File: src/rtl/key_conditioner_pkg.sv
`default_nettype none
// ============================================================================
// key_conditioner_pkg : debounce state encoding, defaults, key index map
// Revision: 1.0
// ============================================================================
package key_conditioner_pkg;

   localparam int c_DEBOUNCE_CYCLES = 500000;
   localparam int c_CNT_W           = 20;
   localparam int c_NUM_KEYS        = 3;

   localparam int c_KEY_RIGHT = 0;
   localparam int c_KEY_FIRE  = 1;
   localparam int c_KEY_LEFT  = 2;

   typedef enum logic [1:0] {
      DB_IDLE         = 2'd0,
      DB_PRESS_WAIT   = 2'd1,
      DB_PRESSED      = 2'd2,
      DB_RELEASE_WAIT = 2'd3
   } db_state_t;

   // Opposing directions cancel rather than favouring one side.
   function automatic logic [1:0] move_map(input logic left, input logic right);
      return (left & right) ? 2'b00 : {left, right};
   endfunction

endpackage
`default_nettype wire

File: src/rtl/key_conditioner_if.sv
`default_nettype none
// ============================================================================
// key_conditioner_if : raw key inputs and conditioned game-control outputs
// Revision: 1.0
// ============================================================================
interface key_conditioner_if;
   import key_conditioner_pkg::*;

   logic [c_NUM_KEYS-1:0] key_n;
   logic [1:0]            move;
   logic                  fire_held;
   logic                  fire_pulse;
   logic [c_NUM_KEYS-1:0] key_level;

   modport master (output key_n, input move, fire_held, fire_pulse, key_level);
   modport slave  (input key_n, output move, fire_held, fire_pulse, key_level);
endinterface
`default_nettype wire

File: src/rtl/key_conditioner_debounce.sv
`default_nettype none
// ============================================================================
// key_debounce : 2-flop synchronizer, 4-state debounce FSM, saturating counter
// Revision: 1.0
// ============================================================================
module key_debounce
   import key_conditioner_pkg::*;
#(
   parameter int DEBOUNCE_CYCLES = c_DEBOUNCE_CYCLES,
   parameter int CNT_W           = c_CNT_W
) (
   input  wire logic clk,
   input  wire logic resetn,
   input  wire logic i_key_n,
   output logic      o_level,
   output logic      o_press
);

   localparam logic [CNT_W-1:0] c_CNT_LAST = CNT_W'(DEBOUNCE_CYCLES - 1);
   localparam logic [CNT_W-1:0] c_CNT_MAX  = '1;

   logic [1:0]       r_sync;
   db_state_t        r_state;
   db_state_t        w_state_nxt;
   logic [CNT_W-1:0] r_cnt;
   logic [CNT_W-1:0] w_cnt_nxt;
   logic [CNT_W-1:0] w_cnt_inc;
   logic             w_raw_pressed;
   logic             w_level_nxt;
   logic             r_level;
   logic             r_press;

   assign w_raw_pressed = ~r_sync[1];
   assign w_level_nxt   = (r_state == DB_PRESSED) || (r_state == DB_RELEASE_WAIT);
   assign w_cnt_inc     = (r_cnt == c_CNT_MAX) ? r_cnt : r_cnt + CNT_W'(1);

   // Synchronizer resets to the released level so reset never looks like a press.
   always_ff @(posedge clk) begin
      if (!resetn) begin
         r_sync  <= 2'b11;
         r_state <= DB_IDLE;
         r_cnt   <= '0;
         r_level <= 1'b0;
         r_press <= 1'b0;
      end else begin
         r_sync  <= {r_sync[0], i_key_n};
         r_state <= w_state_nxt;
         r_cnt   <= w_cnt_nxt;
         r_level <= w_level_nxt;
         r_press <= w_level_nxt & ~r_level;
      end
   end

   always_comb begin
      w_state_nxt = r_state;
      w_cnt_nxt   = r_cnt;
      case (r_state)
         DB_IDLE: begin
            if (w_raw_pressed) begin
               w_state_nxt = DB_PRESS_WAIT;
               w_cnt_nxt   = CNT_W'(1);
            end
         end
         DB_PRESS_WAIT: begin
            if (!w_raw_pressed)
               w_state_nxt = DB_IDLE;
            else if (r_cnt >= c_CNT_LAST)
               w_state_nxt = DB_PRESSED;
            else
               w_cnt_nxt = w_cnt_inc;
         end
         DB_PRESSED: begin
            if (!w_raw_pressed) begin
               w_state_nxt = DB_RELEASE_WAIT;
               w_cnt_nxt   = CNT_W'(1);
            end
         end
         DB_RELEASE_WAIT: begin
            if (w_raw_pressed)
               w_state_nxt = DB_PRESSED;
            else if (r_cnt >= c_CNT_LAST)
               w_state_nxt = DB_IDLE;
            else
               w_cnt_nxt = w_cnt_inc;
         end
         default: w_state_nxt = DB_IDLE;
      endcase
   end

   assign o_level = r_level;
   assign o_press = r_press;

endmodule
`default_nettype wire

File: src/rtl/key_conditioner.sv
`default_nettype none
// ============================================================================
// key_conditioner : three debounced keys mapped to move / fire controls
// Revision: 1.0
// ============================================================================
module key_conditioner
   import key_conditioner_pkg::*;
#(
   parameter int DEBOUNCE_CYCLES = c_DEBOUNCE_CYCLES,
   parameter int CNT_W           = c_CNT_W
) (
   input  wire logic         clk,
   input  wire logic         resetn,
   key_conditioner_if.slave  bus
);

   localparam logic [c_NUM_KEYS-1:0] c_FIRE_MASK = c_NUM_KEYS'(1) << c_KEY_FIRE;

   logic [c_NUM_KEYS-1:0] w_level;
   logic [c_NUM_KEYS-1:0] w_press;

   for (genvar gi = 0; gi < c_NUM_KEYS; gi++) begin : g_key
      key_debounce #(
         .DEBOUNCE_CYCLES (DEBOUNCE_CYCLES),
         .CNT_W           (CNT_W)
      ) u_key_debounce (
         .clk     (clk),
         .resetn  (resetn),
         .i_key_n (bus.key_n[gi]),
         .o_level (w_level[gi]),
         .o_press (w_press[gi])
      );
   end

   assign bus.key_level  = w_level;
   assign bus.fire_held  = w_level[c_KEY_FIRE];
   assign bus.fire_pulse = |(w_press & c_FIRE_MASK);
   assign bus.move       = move_map(w_level[c_KEY_LEFT], w_level[c_KEY_RIGHT]);

endmodule
`default_nettype wire

File: src/flat_wrapper.sv
// flat-port wrapper written by rule: the top's interface ports become plain ports
module key_conditioner_flat import key_conditioner_pkg::*;
#(
   parameter int DEBOUNCE_CYCLES = c_DEBOUNCE_CYCLES,
   parameter int CNT_W           = c_CNT_W
)
  (clk, resetn, bus_key_n, bus_move, bus_fire_held, bus_fire_pulse, bus_key_level);
  key_conditioner_if bus_i ();
  input  wire logic clk;
  input  wire logic resetn;
  input wire logic [$bits(bus_i.key_n)-1:0] bus_key_n;
  output wire logic [$bits(bus_i.move)-1:0] bus_move;
  output wire logic [$bits(bus_i.fire_held)-1:0] bus_fire_held;
  output wire logic [$bits(bus_i.fire_pulse)-1:0] bus_fire_pulse;
  output wire logic [$bits(bus_i.key_level)-1:0] bus_key_level;
  assign bus_i.key_n = bus_key_n;
  assign bus_move = bus_i.move;
  assign bus_fire_held = bus_i.fire_held;
  assign bus_fire_pulse = bus_i.fire_pulse;
  assign bus_key_level = bus_i.key_level;
  key_conditioner #(.DEBOUNCE_CYCLES(DEBOUNCE_CYCLES), .CNT_W(CNT_W)) u_core (.clk(clk), .resetn(resetn), .bus(bus_i));
endmodule
File: config.mk
export PLATFORM = sky130hd
export DESIGN_NAME = key_conditioner_flat
export DESIGN_NICKNAME = d
export VERILOG_FILES = /design/src/rtl/key_conditioner_pkg.sv /design/src/rtl/key_conditioner_if.sv /design/src/rtl/key_conditioner_debounce.sv /design/src/rtl/key_conditioner.sv /design/src/flat_wrapper.sv
export SDC_FILE = /design/constraint.sdc
export NUM_CORES = 1
export LEC_CHECK = 0
export ABC_AREA = 1
export CAP_MARGIN = 20
export CELL_PAD_IN_SITES_DETAIL_PLACEMENT = 0
export CELL_PAD_IN_SITES_GLOBAL_PLACEMENT = 2
export CORE_UTILIZATION = 31
export DETAILED_ROUTE_END_ITERATION = 10
export PLACE_DENSITY = 0.77
export SLEW_MARGIN = 30
export SYNTH_ARGS = -nofsm -noshare
export SYNTH_HDL_FRONTEND = slang
export SYNTH_SLANG_ARGS = --single-unit
File: constraint.sdc
create_clock -name clk -period 1.53 [get_ports clk]
set_input_delay 0.3825 -clock clk [delete_from_list [all_inputs] [get_ports clk]]
set_output_delay 0.3825 -clock clk [all_outputs]
set_load 0.02 [all_outputs]
==> results of run 1 <==
flip-flops by register name, indices dropped and copies added, names as in the netlist, named ones only:
register and flops:
u_core.g_key.u_key_debounce.r_cnt 60, u_core.g_key.u_key_debounce.r_sync 6, u_core.g_key.u_key_debounce.o_level 3, u_core.g_key.u_key_debounce.r_state 3, u_core.g_key.u_key_debounce.o_press 1
kinds of logic (layout without fill, tap and decap cells):
group / Yosys count / in the layout / share of synthesized area (%)
AOI/OAI and AO/OA: 69 / 69 / 8.02
buffers and inverters: 83 / 198 / 8.10
and+or+nand+nor: 458 / 462 / 43.8
adders and majority gates: 3 / 3 / 0.830
DFF: 76 / 76 / 33.6
xor gates and xnor gates: 29 / 29 / 5.61
what timing repair did:
item,in CTS,in global routing
gates resized for setup,52,196
hold buffers,0,0
cloned,5,4
buffers inserted,8,9
endpoints found under the setup margin,67,67
pin swaps,17,58
final timing paths:
path / depth (start not counted) / slack [ns] / endpoint
setup / recovery: 13 / -0.07 / u_core.g_key[1].u_key_debounce.r_cnt[8]
setup reg to reg: 13 / -0.07 / u_core.g_key[1].u_key_debounce.r_cnt[8]
hold reg to reg: 1 / 0.42 / u_core.g_key[2].u_key_debounce.r_sync[1]
hold / removal: 1 / 0.42 / u_core.g_key[2].u_key_debounce.r_sync[1]
power by group through the flow:
| stage | registers [W] | clock network, W | logic (W) |
|---|---|---|---|
| finish | 0.00201 | 0.00202 | 0.000295 |
| global route | 0.00201 | 0.00217 | 0.000317 |
| CTS | 0.00201 | 0.00208 | 0.000243 |
| detailed placement | 0.00205 | 0 | 0.000215 |
| global placement | 0.00205 | 0 | 0.000214 |
| floorplan | 0.00205 | 0 | 0.000101 |
layer usage:
metal,GRT usage [%],wire (um),up-vias
met3,2.83,464,18
met5,0,0,-
met2,33.5,7040,90
met1,24.5,6760,2358
met4,8.46,256,0
li1,-,-,2538
layout make-up:
class | count | area [um^2] | area share, %
Sequential cell | 76 | 1560 | 22.8
Clock inverter | 2 | 10.0 | 0.146
Tap cell | 180 | 225 | 3.29
Timing Repair Buffer | 128 | 1150 | 16.8
Inverter | 55 | 206 | 3.01
Multi-Input combinational cell | 563 | 3440 | 50.2
Clock buffer | 13 | 260 | 3.80
stage by stage:
stage / hold slack, ns / setup WS (ns)
floorplan: 0.393 / 0.0129
global placement: 0.399 / -0.0916
detailed placement: 0.405 / -0.0935
CTS: 0.420 / -0.0858
global route: 0.440 / -0.171
finish: 0.416 / -0.0729
cells in the mapped netlist (8+ instances only):
cell type  instances  share of area (%)
nand4_1            8                1.1
clkbuf_1          14                1.2
dfxtp_1           76                 34
inv_1             48                4.0
nor3_1            11                1.2
nand3_1           86                9.5
xnor2_1            9                1.7
a21oi_1           59                6.5
xor2_1            20                3.9
nand2_1          201                 17
nor2_1           121                 10
worst reg2reg max path, cell delays in order, from the launching register on:
cell and delay (ns):
dfxtp_2 0.33, ha_4 0.17, nand2_4 0.06, inv_2 0.04
nand2_2 0.06, nand2_1 0.06, nand2_1 0.07, nand2_1 0.06
nand2_2 0.09, nand3_4 0.13, buf_12 0.16, clkbuf_16 0.14
nand3_1 0.07, a21oi_2 0.05
==> metrics.md, run 1 <==
| Metric | Value |
|---|---|
| Crit-path most repeated cell | nand2_1 |
| Max-cap violations | 0 |
| Fin. max-slew vios | 0 |
| Most frequent cells in the layout | 154 x nand2_1, 99 x nor2_1, 96 x buf_4 |
| GP Congestion | 0.817 |
| NumNets Final | 841 |
| Syn nets | 726 |
| Setup crit start kind | flip-flop |
| Failing checks | setup timing |
| Final critical-path share of the clock period | 105% |
| Ant. Diodes | 0 |
| Cell Pwr Density | 631 nW/um^2 |
| IO Pins | 12 |
| Internal | 0.00329 W |
| Design area | 6850 um^2 |
| CTS tree | built |
| Setup Skew | 0.00665 ns |
| Antenna Nets Post-Route | 0 |
| Post-synthesis sequential area ratio | 33.6% |
| Crit path largest cell delay | 0.33 ns |
| Die area | 15,100 um^2 |
| Hold Path Class | flip-flop to flip-flop |
| Fmax | 624 MHz |
| Vias | 5,004 |
| Pin count of the biggest net entering global routing | 35 |
| Synth cell types | 31 |
| Vias in the first global route | 4,734 |
| Number of detailed-route iterations in the first pass | 5 |
| Tot Pwr | 0.00432 W |
| Crit path arrival time | 1.83 ns |
| Final setup vio count | 47 |
| Part of the power in the clock network | 46.7% |
| Worst-path clk slew | 0.06 ns |
| Number of enable flip-flop cells after synthesis | 0 |
| Sw frac | 24.0% |
| Setup ws final | -0.0729 ns |
| Avg Vias per Cell | 4.92 |
| Fill cells | 1,380 |
| DR WL/cell | 14.3 um |
| Die Wd | 123 um |
| NetSw | 0.00104 W |
| Synth Cell Area | 4520 um^2 |
| Die Ht | 123 um |
| Synth warn | 0 |
| RSZ-0062 raised after global routing | yes |
| Share of layout cells above drive strength 1 | 41.3% |
| Hold wc startpoint | u_core.g_key[2].u_key_debounce.r_sync[0] |
| Sequential share of power | 46.5% |
| Mean post-synth cell area | 6.30 um^2 |
| DRT iter0 DRCs | 287 |
| Total GRT Usage | 19.7% |
| Crit path required time | 1.76 ns |
| Detailed Place HPWL | 9.51 mm |
| Core area | 14,000 um^2 |
| CP Buf/Inv Count | 3 |
| Crit-path cells | ha_4, nand2_4, inv_2, nand2_2, nand2_1, nand2_1, nand2_1, nand2_2, nand3_4, buf_12, clkbuf_16, nand3_1, a21oi_2 |
| Worst R2R Start | u_core.g_key[1].u_key_debounce.r_cnt[1] |
| Cells after DPL | 976 |
| IO Port Bufs | 11 |
| GR Overflow Total | 0 |
| Row count | 43 |
| Residual DRC | 0 |
| Ys flop type | dfxtp_1 |
| Crit path max-delay family | simple AND/OR/NAND/NOR gates |
| Final core occ | 48.8% |
| Area growth from synthesis to layout | 51.4% |
| H-tree Lvls | 3 |
| Gate Count Post-Synth | 718 |
| Commonest non-fill, non-tap cell in the layout | nand2_1 |
| Outcome | finished with violations |
| Least-Margin Pin Slew | 0.384 ns |
| Max Fanout on Critical Path | 5 |
| First-pass GRT wire length | 22.9 mm |
| Setup crit start | u_core.g_key[1].u_key_debounce.r_cnt[1] |
| CP endpoint kind | flip-flop |
| Async set-reset flop share out of synthesis | 0% |
| Highest-delay cell along the critical path | dfxtp_2 |
| Flops & latches, synth | 76 |
| Initial core utilization | 32.2% |
| DRT Wirelength | 14.5 mm |
| Peak supply drop | 0.000558 V |
| Setup TNS | -1.64 ns |
| Worst skew pair latency | 0.34 ns |
| Clock Sinks | 76 |
| CTS Root Buffer Type | clkbuf_16 |
| Final Hold Fails | 0 |
| Placed cell areas | 5500 um^2 |
| Post-Layout Cell Count | 1,017 |
| Inserted Clock Buffers | 9 |
| Relative slew slack | 74.2% |
| Static leakage | 2.53 nW |
| Clk buf depth | 2 |
| CP Class | flip-flop to flip-flop |
| Antenna violations before repair | 0 |
| Min Tclk post-route | 1.60 ns |
| Combinational power share | 6.8% |
(Power assumes the default switching activity.)
==> run 2: changes to the inputs <==
--- a/config.mk
+++ b/config.mk
@@ -5,13 +5,12 @@
 export SDC_FILE = /design/constraint.sdc
 export NUM_CORES = 1
 export LEC_CHECK = 0
-export ABC_AREA = 1
 export CAP_MARGIN = 20
 export CELL_PAD_IN_SITES_DETAIL_PLACEMENT = 0
 export CELL_PAD_IN_SITES_GLOBAL_PLACEMENT = 2
-export CORE_UTILIZATION = 31
+export CORE_UTILIZATION = 34
 export DETAILED_ROUTE_END_ITERATION = 10
-export PLACE_DENSITY = 0.77
+export PLACE_DENSITY = 0.76
 export SLEW_MARGIN = 30
 export SYNTH_ARGS = -nofsm -noshare
 export SYNTH_HDL_FRONTEND = slang
==> run 2 against run 1 <==
The run still ends with setup timing left. Utilization up 7.3 points. Highest routed layer unchanged. Clock power down 22%. Critical path depth down 7. Routed wire length is 32% lower. Synthesized cell count fell by 40%. First-iteration DRC count shrank 67%. Largest cell class unchanged.
==> metrics.md, run 2 <==
| Metric | Value |
|---|---|
| Initial core utilization | 35.3% (was 32.2%) |
| Fin. max-slew vios | 0 (unchanged) |
| Antenna violations before repair | 0 (unchanged) |
| Peak supply drop | 0.000547 V (was 0.000558 V) |
| GR Overflow Total | 0 (unchanged) |
| Final Hold Fails | 0 (unchanged) |
| IO Pins | 12 (unchanged) |
| Core area | 10,400 um^2 (was 14,000 um^2) |
| Most flop-heavy register | u_core.g_key.u_key_debounce.r_cnt (unchanged) |
| Ant. Diodes | 0 (unchanged) |
| Min Tclk post-route | 1.96 ns (was 1.60 ns) |
| Vias | 3,574 (was 5,004) |
| Die Wd | 106 um (was 123 um) |
| Number of enable flip-flop cells after synthesis | 0 (unchanged) |
| Relative slew slack | 57.5% (was 74.2%) |
| Synth Cell Area | 3660 um^2 (was 4520 um^2) |
| DRT Wirelength | 9.83 mm (was 14.5 mm) |
| Static leakage | 2.19 nW (was 2.53 nW) |
| Avg Vias per Cell | 4.96 (was 4.92) |
| Fraction of synthesized area in multiplexers | 0.615% (was 0%) |
| Syn nets | 437 (was 726) |
| CTS tree | built (unchanged) |
| Worst-path clk slew | 0.08 ns (was 0.06 ns) |
| Setup Skew | 0.00670 ns (was 0.00665 ns) |
| Inserted Clock Buffers | 9 (unchanged) |
| Adder-Cell Fraction of Synth Area | 1.02% (was 0.830%) |
| Gate Count Post-Synth | 429 (was 718) |
| CP endpoint kind | flip-flop (unchanged) |
| Crit path to | u_core.g_key[1].u_key_debounce.r_cnt[3] (was u_core.g_key[1].u_key_debounce.r_cnt[8]) |
| Top cells by area, synth | dfxtp_1 42%, xnor2_1 6.5%, nor2_1 5.7% (was dfxtp_1 34%, nand2_1 17%, nor2_1 10%) |
| Antenna Nets Post-Route | 0 (unchanged) |
| Final critical-path share of the clock period | 128% (was 105%) |
| Worst R2R Start | u_core.g_key[1].u_key_debounce.r_cnt[9] (was u_core.g_key[1].u_key_debounce.r_cnt[1]) |
| Setup TNS | -13.66 ns (was -1.64 ns) |
| Total GRT Usage | 19.1% (was 19.7%) |
| Failing checks | setup timing (unchanged) |
| Crit-path cells | o41a_1, o21ai_2, o211ai_4, buf_12, or4b_1, a21oi_1 (was ha_4, nand2_4, inv_2, nand2_2, nand2_1, nand2_1, nand2_1, nand2_2, nand3_4, buf_12, clkbuf_16, nand3_1, a21oi_2) |
| Final setup vio count | 62 (was 47) |
| Cell taking the most area after synthesis | dfxtp_1 (unchanged) |
| Async set-reset flop share out of synthesis | 0% (unchanged) |
| Least-Margin Pin Slew | 0.637 ns (was 0.384 ns) |
| Design area | 5820 um^2 (was 6850 um^2) |
| Fmax | 509 MHz (was 624 MHz) |
| Most instantiated cells after synthesis | 76 x dfxtp_1, 56 x nor2_1, 32 x nand2_1 (was 201 x nand2_1, 121 x nor2_1, 86 x nand3_1) |
| Routing usage on met1 | 23.7% (was 24.5%) |
| Xor/xnor share of the synthesized area | 9.33% (was 5.61%) |
| DR WL/cell | 13.6 um (was 14.3 um) |
| GP Congestion | 0.822 (was 0.817) |
| Most common cell in the netlist | dfxtp_1 (was nand2_1) |
| Fill cells | 960 (was 1,380) |
| H-tree Lvls | 3 (unchanged) |
| Row count | 37 (was 43) |
| Crit path arrival time | 2.25 ns (was 1.83 ns) |
| Compound-cell area share of the yosys netlist | 16.1% (was 8.02%) |
| IO Port Bufs | 11 (unchanged) |
| Crit path required time | 1.82 ns (was 1.76 ns) |
| Area growth from synthesis to layout | 58.8% (was 51.4%) |
| Highest-delay cell along the critical path | or4b_1 (was dfxtp_2) |
| Detailed Place HPWL | 6.99 mm (was 9.51 mm) |
| Max Fanout on Critical Path | 7 (was 5) |
| Max-cap violations | 0 (unchanged) |
| Worst skew pair latency | 0.36 ns (was 0.34 ns) |
| DRT iter0 DRCs | 95 (was 287) |
| Clock Sinks | 76 (unchanged) |
| Setup crit start kind | flip-flop (unchanged) |
| CTS Root Buffer Type | clkbuf_8 (was clkbuf_16) |
| Cells after DPL | 687 (was 976) |
| Top Usage Layer GRT | met2 (unchanged) |
| Met2 Usage GRT | 32.4% (was 33.5%) |
| R2R setup slack | -0.43 ns (was -0.07 ns) |
| Pin count of the biggest net entering global routing | 14 (was 35) |
| Largest family of logic cells by synthesized area | simple AND/OR/NAND/NOR gates (unchanged) |
| Residual DRC | 0 (unchanged) |
| CP Class | flip-flop to flip-flop (unchanged) |
| Commonest non-fill, non-tap cell in the layout | buf_4 (was nand2_1) |
| Crit path largest cell delay | 0.46 ns (was 0.33 ns) |
| Outcome | finished with violations (unchanged) |
| Most frequent cells in the layout | 127 x buf_4, 65 x dfxtp_1, 49 x nor2_1 (was 154 x nand2_1, 99 x nor2_1, 96 x buf_4) |
| R2R cell count | 6 (was 13) |
| Met3 Use GR | 3.90% (was 2.83%) |
| Regs by FF count | u_core.g_key.u_key_debounce.r_cnt: 60 flops, u_core.g_key.u_key_debounce.r_sync: 6 flops (unchanged) |
| Cell Pwr Density | 649 nW/um^2 (was 631 nW/um^2) |
| Max FFs per register | 60 (unchanged) |
| Setup ws final | -0.435 ns (was -0.0729 ns) |
| Hold Path Class | flip-flop to flip-flop (unchanged) |
| Simple-gate area share of the yosys netlist | 27.3% (was 43.8%) |
| Setup crit start | u_core.g_key[1].u_key_debounce.r_cnt[9] (was u_core.g_key[1].u_key_debounce.r_cnt[1]) |
| RSZ-0062 raised after global routing | yes (unchanged) |
| Ys flop type | dfxtp_1 (unchanged) |
| Top cell type's share of synthesized area | 41.5% (was 33.6%) |
| Placed cell areas | 4970 um^2 (was 5500 um^2) |
| Post-Layout Cell Count | 721 (was 1,017) |
| Tot Pwr | 0.00377 W (was 0.00432 W) |
| Post-synthesis sequential area ratio | 41.5% (was 33.6%) |
| Clk buf depth | 2 (unchanged) |
| NumNets Final | 589 (was 841) |
| Vias in the first global route | 3,666 (was 4,734) |
| Share of layout cells above drive strength 1 | 45.3% (was 41.3%) |
| RR Endpoint | u_core.g_key[1].u_key_debounce.r_cnt[3] (was u_core.g_key[1].u_key_debounce.r_cnt[8]) |
| Synth cell types | 54 (was 31) |
| First-pass GRT wire length | 17.0 mm (was 22.9 mm) |
| Number of detailed-route iterations in the first pass | 6 (was 5) |
| Flops & latches, synth | 76 (unchanged) |
| Die Ht | 106 um (was 123 um) |
| Mean post-synth cell area | 8.54 um^2 (was 6.30 um^2) |
| Synth warn | 0 (unchanged) |
| Die area | 11,200 um^2 (was 15,100 um^2) |
## run 2: timing repair
item                       CTS  global route
gates cloned                 1             0
setup buffers               16             5
setup endpoints to repair   71            65
resized for setup           74            51
pin swaps                   70            43
hold buffers                 0             0
## run 2: worst min path at each step
stage | startpoint | endpoint | slack, ns | depth (start not counted)
global route | u_core.g_key[1].u_key_debounce.r_sync[0] | u_core.g_key[1].u_key_debounce.r_sync[1] | 0.44 | 1
global placement | u_core.g_key[1].u_key_debounce.r_sync[0] | u_core.g_key[1].u_key_debounce.r_sync[1] | 0.39 | 1
detailed placement | u_core.g_key[1].u_key_debounce.r_sync[0] | u_core.g_key[1].u_key_debounce.r_sync[1] | 0.40 | 1
CTS | u_core.g_key[1].u_key_debounce.r_sync[0] | u_core.g_key[1].u_key_debounce.r_sync[1] | 0.42 | 1
finish | u_core.g_key[1].u_key_debounce.r_sync[0] | u_core.g_key[1].u_key_debounce.r_sync[1] | 0.41 | 1
floorplan | u_core.g_key[0].u_key_debounce.r_sync[0] | u_core.g_key[0].u_key_debounce.r_sync[1] | 0.39 | 1
## run 2: cells by family (layout without fill, tap and decap cells)
kind of cell / Yosys count / after routing
AND/OR/NAND/NOR: 194 / 194
AO/OA/AOI/OAI: 83 / 83
flip-flops: 76 / 76
XOR/XNOR: 39 / 39
buffers and inverters: 32 / 188
adder cells (fa/ha/maj): 3 / 3
multiplexers: 2 / 2
## run 2: area by class of cell
type | instances | area [um^2] | share of cell area [%]
clock buffer | 13 | 190 | 3.27
clock inverter | 2 | 13.8 | 0.237
inverter | 11 | 41.3 | 0.710
multi-input combinational | 321 | 2530 | 43.5
sequential | 76 | 1540 | 26.5
tap | 136 | 170 | 2.93
timing repair buffer | 162 | 1330 | 22.9
## run 2: worst max-delay path: cells and delay by family, from the launching register on
kind | cells | cell delay, ns
and+or+nand+nor | 1 | 0.46
buffers and inverters | 1 | 0.17
DFF | 1 | 0.32
AOI/OAI and AO/OA | 4 | 0.95
## run 2: stage by stage
| step | hold slack, ns | setup slack [ns] | utilization (%) |
|---|---|---|---|
| finish | 0.410 | -0.435 | 56.1 |
| global route | 0.436 | -0.490 | 56.1 |
| CTS | 0.415 | -0.385 | 53.6 |
| detailed placement | 0.397 | -0.460 | 48.0 |
| global placement | 0.393 | -0.447 | 48.0 |
| floorplan | 0.386 | -0.413 | - |
## run 2: routing by layer
layer / vias to the layer above / share of wire, %
met4: 0 / 1.3
met5: - / 0
met3: 12 / 2.3
met2: 32 / 50
li1: 1828 / -
met1: 1702 / 47
## run 2: power by group
part	switching (W)	total, W	internal (W)
sequential	0.0000134	0.00200	0.00199
combinational	0.000100	0.000188	0.0000877
clock	0.000767	0.00158	0.000816
==> run 3: changes to the inputs <==
--- a/config.mk
+++ b/config.mk
@@ -5,7 +5,6 @@
 export SDC_FILE = /design/constraint.sdc
 export NUM_CORES = 1
 export LEC_CHECK = 0
-export CAP_MARGIN = 20
 export CELL_PAD_IN_SITES_DETAIL_PLACEMENT = 0
 export CELL_PAD_IN_SITES_GLOBAL_PLACEMENT = 2
 export CORE_UTILIZATION = 34
==> constraint.sdc (replaced) <==
create_clock -name clk -period 1.76 [get_ports clk]
set_input_delay 0.44 -clock clk [delete_from_list [all_inputs] [get_ports clk]]
set_output_delay 0.44 -clock clk [all_outputs]
set_load 0.02 [all_outputs]
==> run 3 against run 2 <==
The flow still finishes with violations (setup timing). Clock power is 12% lower. Via count down 2.2%. Sequential share of layout area grew 1.7 points. Critical path depth grew 1. Die area unchanged. Clock skew is 0.0046 ns higher. Non-clock buffer count decreased by 30. Register-to-register slack improved by 0.24 ns. Global-route usage down 0.98 points. Clock-buffer cell count shrank 1. Critical endpoint is now u_core.g_key[1].u_key_debounce.r_cnt[15]. Largest power group unchanged. Highest routed layer unchanged.
==> metrics.md, run 3 (synthesis gave the netlist of run 2 again) <==
| Metric | Value |
|---|---|
| IO Pins | 12 (unchanged) |
| Vias in the first global route | 3,392 (was 3,666) |
| Residual DRC | 0 (unchanged) |
| Setup ws final | -0.191 ns (was -0.435 ns) |
| GR Overflow Total | 0 (unchanged) |
| Hold slack | 0.408 ns (was 0.410 ns) |
| Initial core utilization | 35.3% (unchanged) |
| Cells after DPL | 664 (was 687) |
| Crit path largest cell delay | 0.43 ns (was 0.46 ns) |
| Most flop-heavy register | u_core.g_key.u_key_debounce.r_cnt (unchanged) |
| CP Class | flip-flop to flip-flop (unchanged) |
| Min Tclk post-route | 1.95 ns (was 1.96 ns) |
| Fmax | 513 MHz (was 509 MHz) |
| Fin. max-slew vios | 0 (unchanged) |
| Max FFs per register | 60 (unchanged) |
| Die Ht | 106 um (unchanged) |
| NumNets Final | 560 (was 589) |
| Clock Sinks | 76 (unchanged) |
| Detailed Place HPWL | 6.70 mm (was 6.99 mm) |
| Crit path max-delay family | compound AO/OA/AOI/OAI gates (unchanged) |
| Antenna Nets Post-Route | 0 (unchanged) |
| Core area | 10,400 um^2 (unchanged) |
| CTS Hold Bufs | 0 (unchanged) |
| RR Endpoint | u_core.g_key[1].u_key_debounce.r_cnt[15] (was u_core.g_key[1].u_key_debounce.r_cnt[3]) |
| Setup Skew | 0.0113 ns (was 0.00670 ns) |
| Hold wc startpoint | u_core.g_key[2].u_key_debounce.r_sync[0] (was u_core.g_key[1].u_key_debounce.r_sync[0]) |
| Hold Path Class | flip-flop to flip-flop (unchanged) |
| CP Buf/Inv Count | 1 (unchanged) |
| Crit path required time | 2.01 ns (was 1.82 ns) |
| Outcome | finished with violations (unchanged) |
| Inserted Clock Buffers | 9 (unchanged) |
| Total GRT Usage | 18.1% (was 19.1%) |
| Hold Path Depth | 1 (unchanged) |
| Regs by FF count | u_core.g_key.u_key_debounce.r_cnt: 60 flops, u_core.g_key.u_key_debounce.r_sync: 6 flops (unchanged) |
| Most frequent cells in the layout | 103 x buf_4, 64 x dfxtp_1, 51 x nor2_1 (was 127 x buf_4, 65 x dfxtp_1, 49 x nor2_1) |
| Share of layout cells above drive strength 1 | 39.0% (was 45.3%) |
| Top routing layer used | met4 (unchanged) |
| CP endpoint kind | flip-flop (unchanged) |
| H-tree Lvls | 3 (unchanged) |
| Clk buf depth | 2 (unchanged) |
| Die area | 11,200 um^2 (unchanged) |
| Tot Pwr | 0.00329 W (was 0.00377 W) |
| Max Fanout on Critical Path | 6 (was 7) |
| Relative slew slack | 50.3% (was 57.5%) |
| IO Port Bufs | 11 (unchanged) |
| Worst skew pair latency | 0.36 ns (about the same) |
| CTS Root Buffer Type | clkbuf_8 (unchanged) |
| Setup TNS | -2.34 ns (was -13.66 ns) |
| DR WL/cell | 13.6 um (about the same) |
| GP Congestion | 0.826 (was 0.822) |
| Commonest non-fill, non-tap cell in the layout | buf_4 (unchanged) |
| Ant. Diodes | 0 (unchanged) |
| Final critical-path share of the clock period | 111% (was 128%) |
| Vias | 3,494 (was 3,574) |
| Number of detailed-route iterations in the first pass | 5 (was 6) |
| Worst-path clk slew | 0.08 ns (about the same) |
| Crit path arrival time | 2.20 ns (was 2.25 ns) |
| Pin count of the biggest net entering global routing | 20 (was 14) |
| Failing checks | setup timing (unchanged) |
| R2R cell count | 7 (was 6) |
| Cell Pwr Density | 601 nW/um^2 (was 649 nW/um^2) |
| Met3 WL | 338 um (was 227 um) |
| Antenna violations before repair | 0 (unchanged) |
| Worst R2R Start | u_core.g_key[1].u_key_debounce.r_cnt[9] (unchanged) |
| R2R setup slack | -0.19 ns (was -0.43 ns) |
| Area growth from synthesis to layout | 49.4% (was 58.8%) |
| CTS tree | built (unchanged) |
| DRT iter0 DRCs | 125 (was 95) |
| Post-Layout Cell Count | 693 (was 721) |
| Static leakage | 2.03 nW (was 2.19 nW) |
| Min-Delay Endpoint | u_core.g_key[2].u_key_debounce.r_sync[1] (was u_core.g_key[1].u_key_debounce.r_sync[1]) |
| Met2 routed WL | 4.34 mm (was 4.87 mm) |
| Highest-delay cell along the critical path | o41a_1 (was or4b_1) |
| DRT met1 WL | 4.49 mm (was 4.60 mm) |
| RSZ-0062 raised after global routing | yes (unchanged) |
| Row count | 37 (unchanged) |
| Max-cap violations | 0 (unchanged) |
| Die Wd | 106 um (unchanged) |
| First-pass GRT wire length | 16.0 mm (was 17.0 mm) |
| Least-Margin Pin Slew | 0.744 ns (was 0.637 ns) |
| DRT Wirelength | 9.45 mm (was 9.83 mm) |
| Final Hold Fails | 0 (unchanged) |
| Crit-path cells | o41a_1, o21ai_2, o211ai_4, buf_6, a211oi_4, xnor2_1, nor2_1 (was o41a_1, o21ai_2, o211ai_4, buf_12, or4b_1, a21oi_1) |
| Avg Vias per Cell | 5.04 (was 4.96) |
| Peak supply drop | 0.000281 V (was 0.000547 V) |
| Setup crit start kind | flip-flop (unchanged) |
| Final setup vio count | 27 (was 62) |
run 3: power by group:
part	switching, W	leakage [nW]	total, W	internal (W)
logic	0.0000823	1.31	0.000157	0.0000749
clock network	0.000660	0.102	0.00139	0.000729
registers	0.0000120	0.620	0.00174	0.00173
run 3: how the worst max path moves through the flow:
stage	startpoint	to	slack, ns	cells after the start
floorplan	u_core.g_key[1].u_key_debounce.r_cnt[0]	u_core.g_key[1].u_key_debounce.r_cnt[3]	-0.18	8
global placement	u_core.g_key[0].u_key_debounce.r_cnt[0]	u_core.g_key[0].u_key_debounce.r_cnt[8]	-0.25	8
global route	u_core.g_key[1].u_key_debounce.r_cnt[0]	u_core.g_key[1].u_key_debounce.r_cnt[15]	-0.28	8
CTS	u_core.g_key[1].u_key_debounce.r_cnt[9]	u_core.g_key[1].u_key_debounce.r_cnt[4]	-0.17	7
detailed placement	u_core.g_key[1].u_key_debounce.r_cnt[0]	u_core.g_key[1].u_key_debounce.r_cnt[12]	-0.30	7
finish	u_core.g_key[1].u_key_debounce.r_cnt[9]	u_core.g_key[1].u_key_debounce.r_cnt[15]	-0.19	7
run 3: cell type report:
type	instances	area, um^2
multi-input cells	322	2420
clock buffers	12	155
inverters	11	41.3
fillers	1004	4900
flip-flops and latches	76	1540
well taps	136	170
clock inverters	4	47.5
repair buffers	132	1100
run 3: worst register-to-register path: cells and delay by family (launching register included):
kind / cells / cell delay, ns
AOI/OAI and AO/OA: 4 / 1.13
xor gates and xnor gates: 1 / 0.15
buffers and inverters: 1 / 0.18
DFF: 1 / 0.33
and+or+nand+nor: 1 / 0.05
run 3: what timing repair did:
item / in CTS / in global routing
buffers inserted: 5 / 7
resized for setup: 37 / 67
cloned: 1 / 0
endpoints found under the setup margin: 52 / 54
pin swaps: 21 / 39
run 3: metal layers:
layer,vias up,track usage [%]
li1,1778,-
met1,1643,24.2
met4,0,9.52
met2,54,28.1
met3,19,2.54
met5,-,0
run 3: stage by stage:
stage               util [%]  area, um^2  setup slack [ns]
CTS                     49.2        5100            -0.168
floorplan                  -        3720            -0.183
global route            52.8        5470            -0.277
finish                  52.8        5470            -0.191
detailed placement      45.6        4730            -0.296
global placement        45.6        4730            -0.248
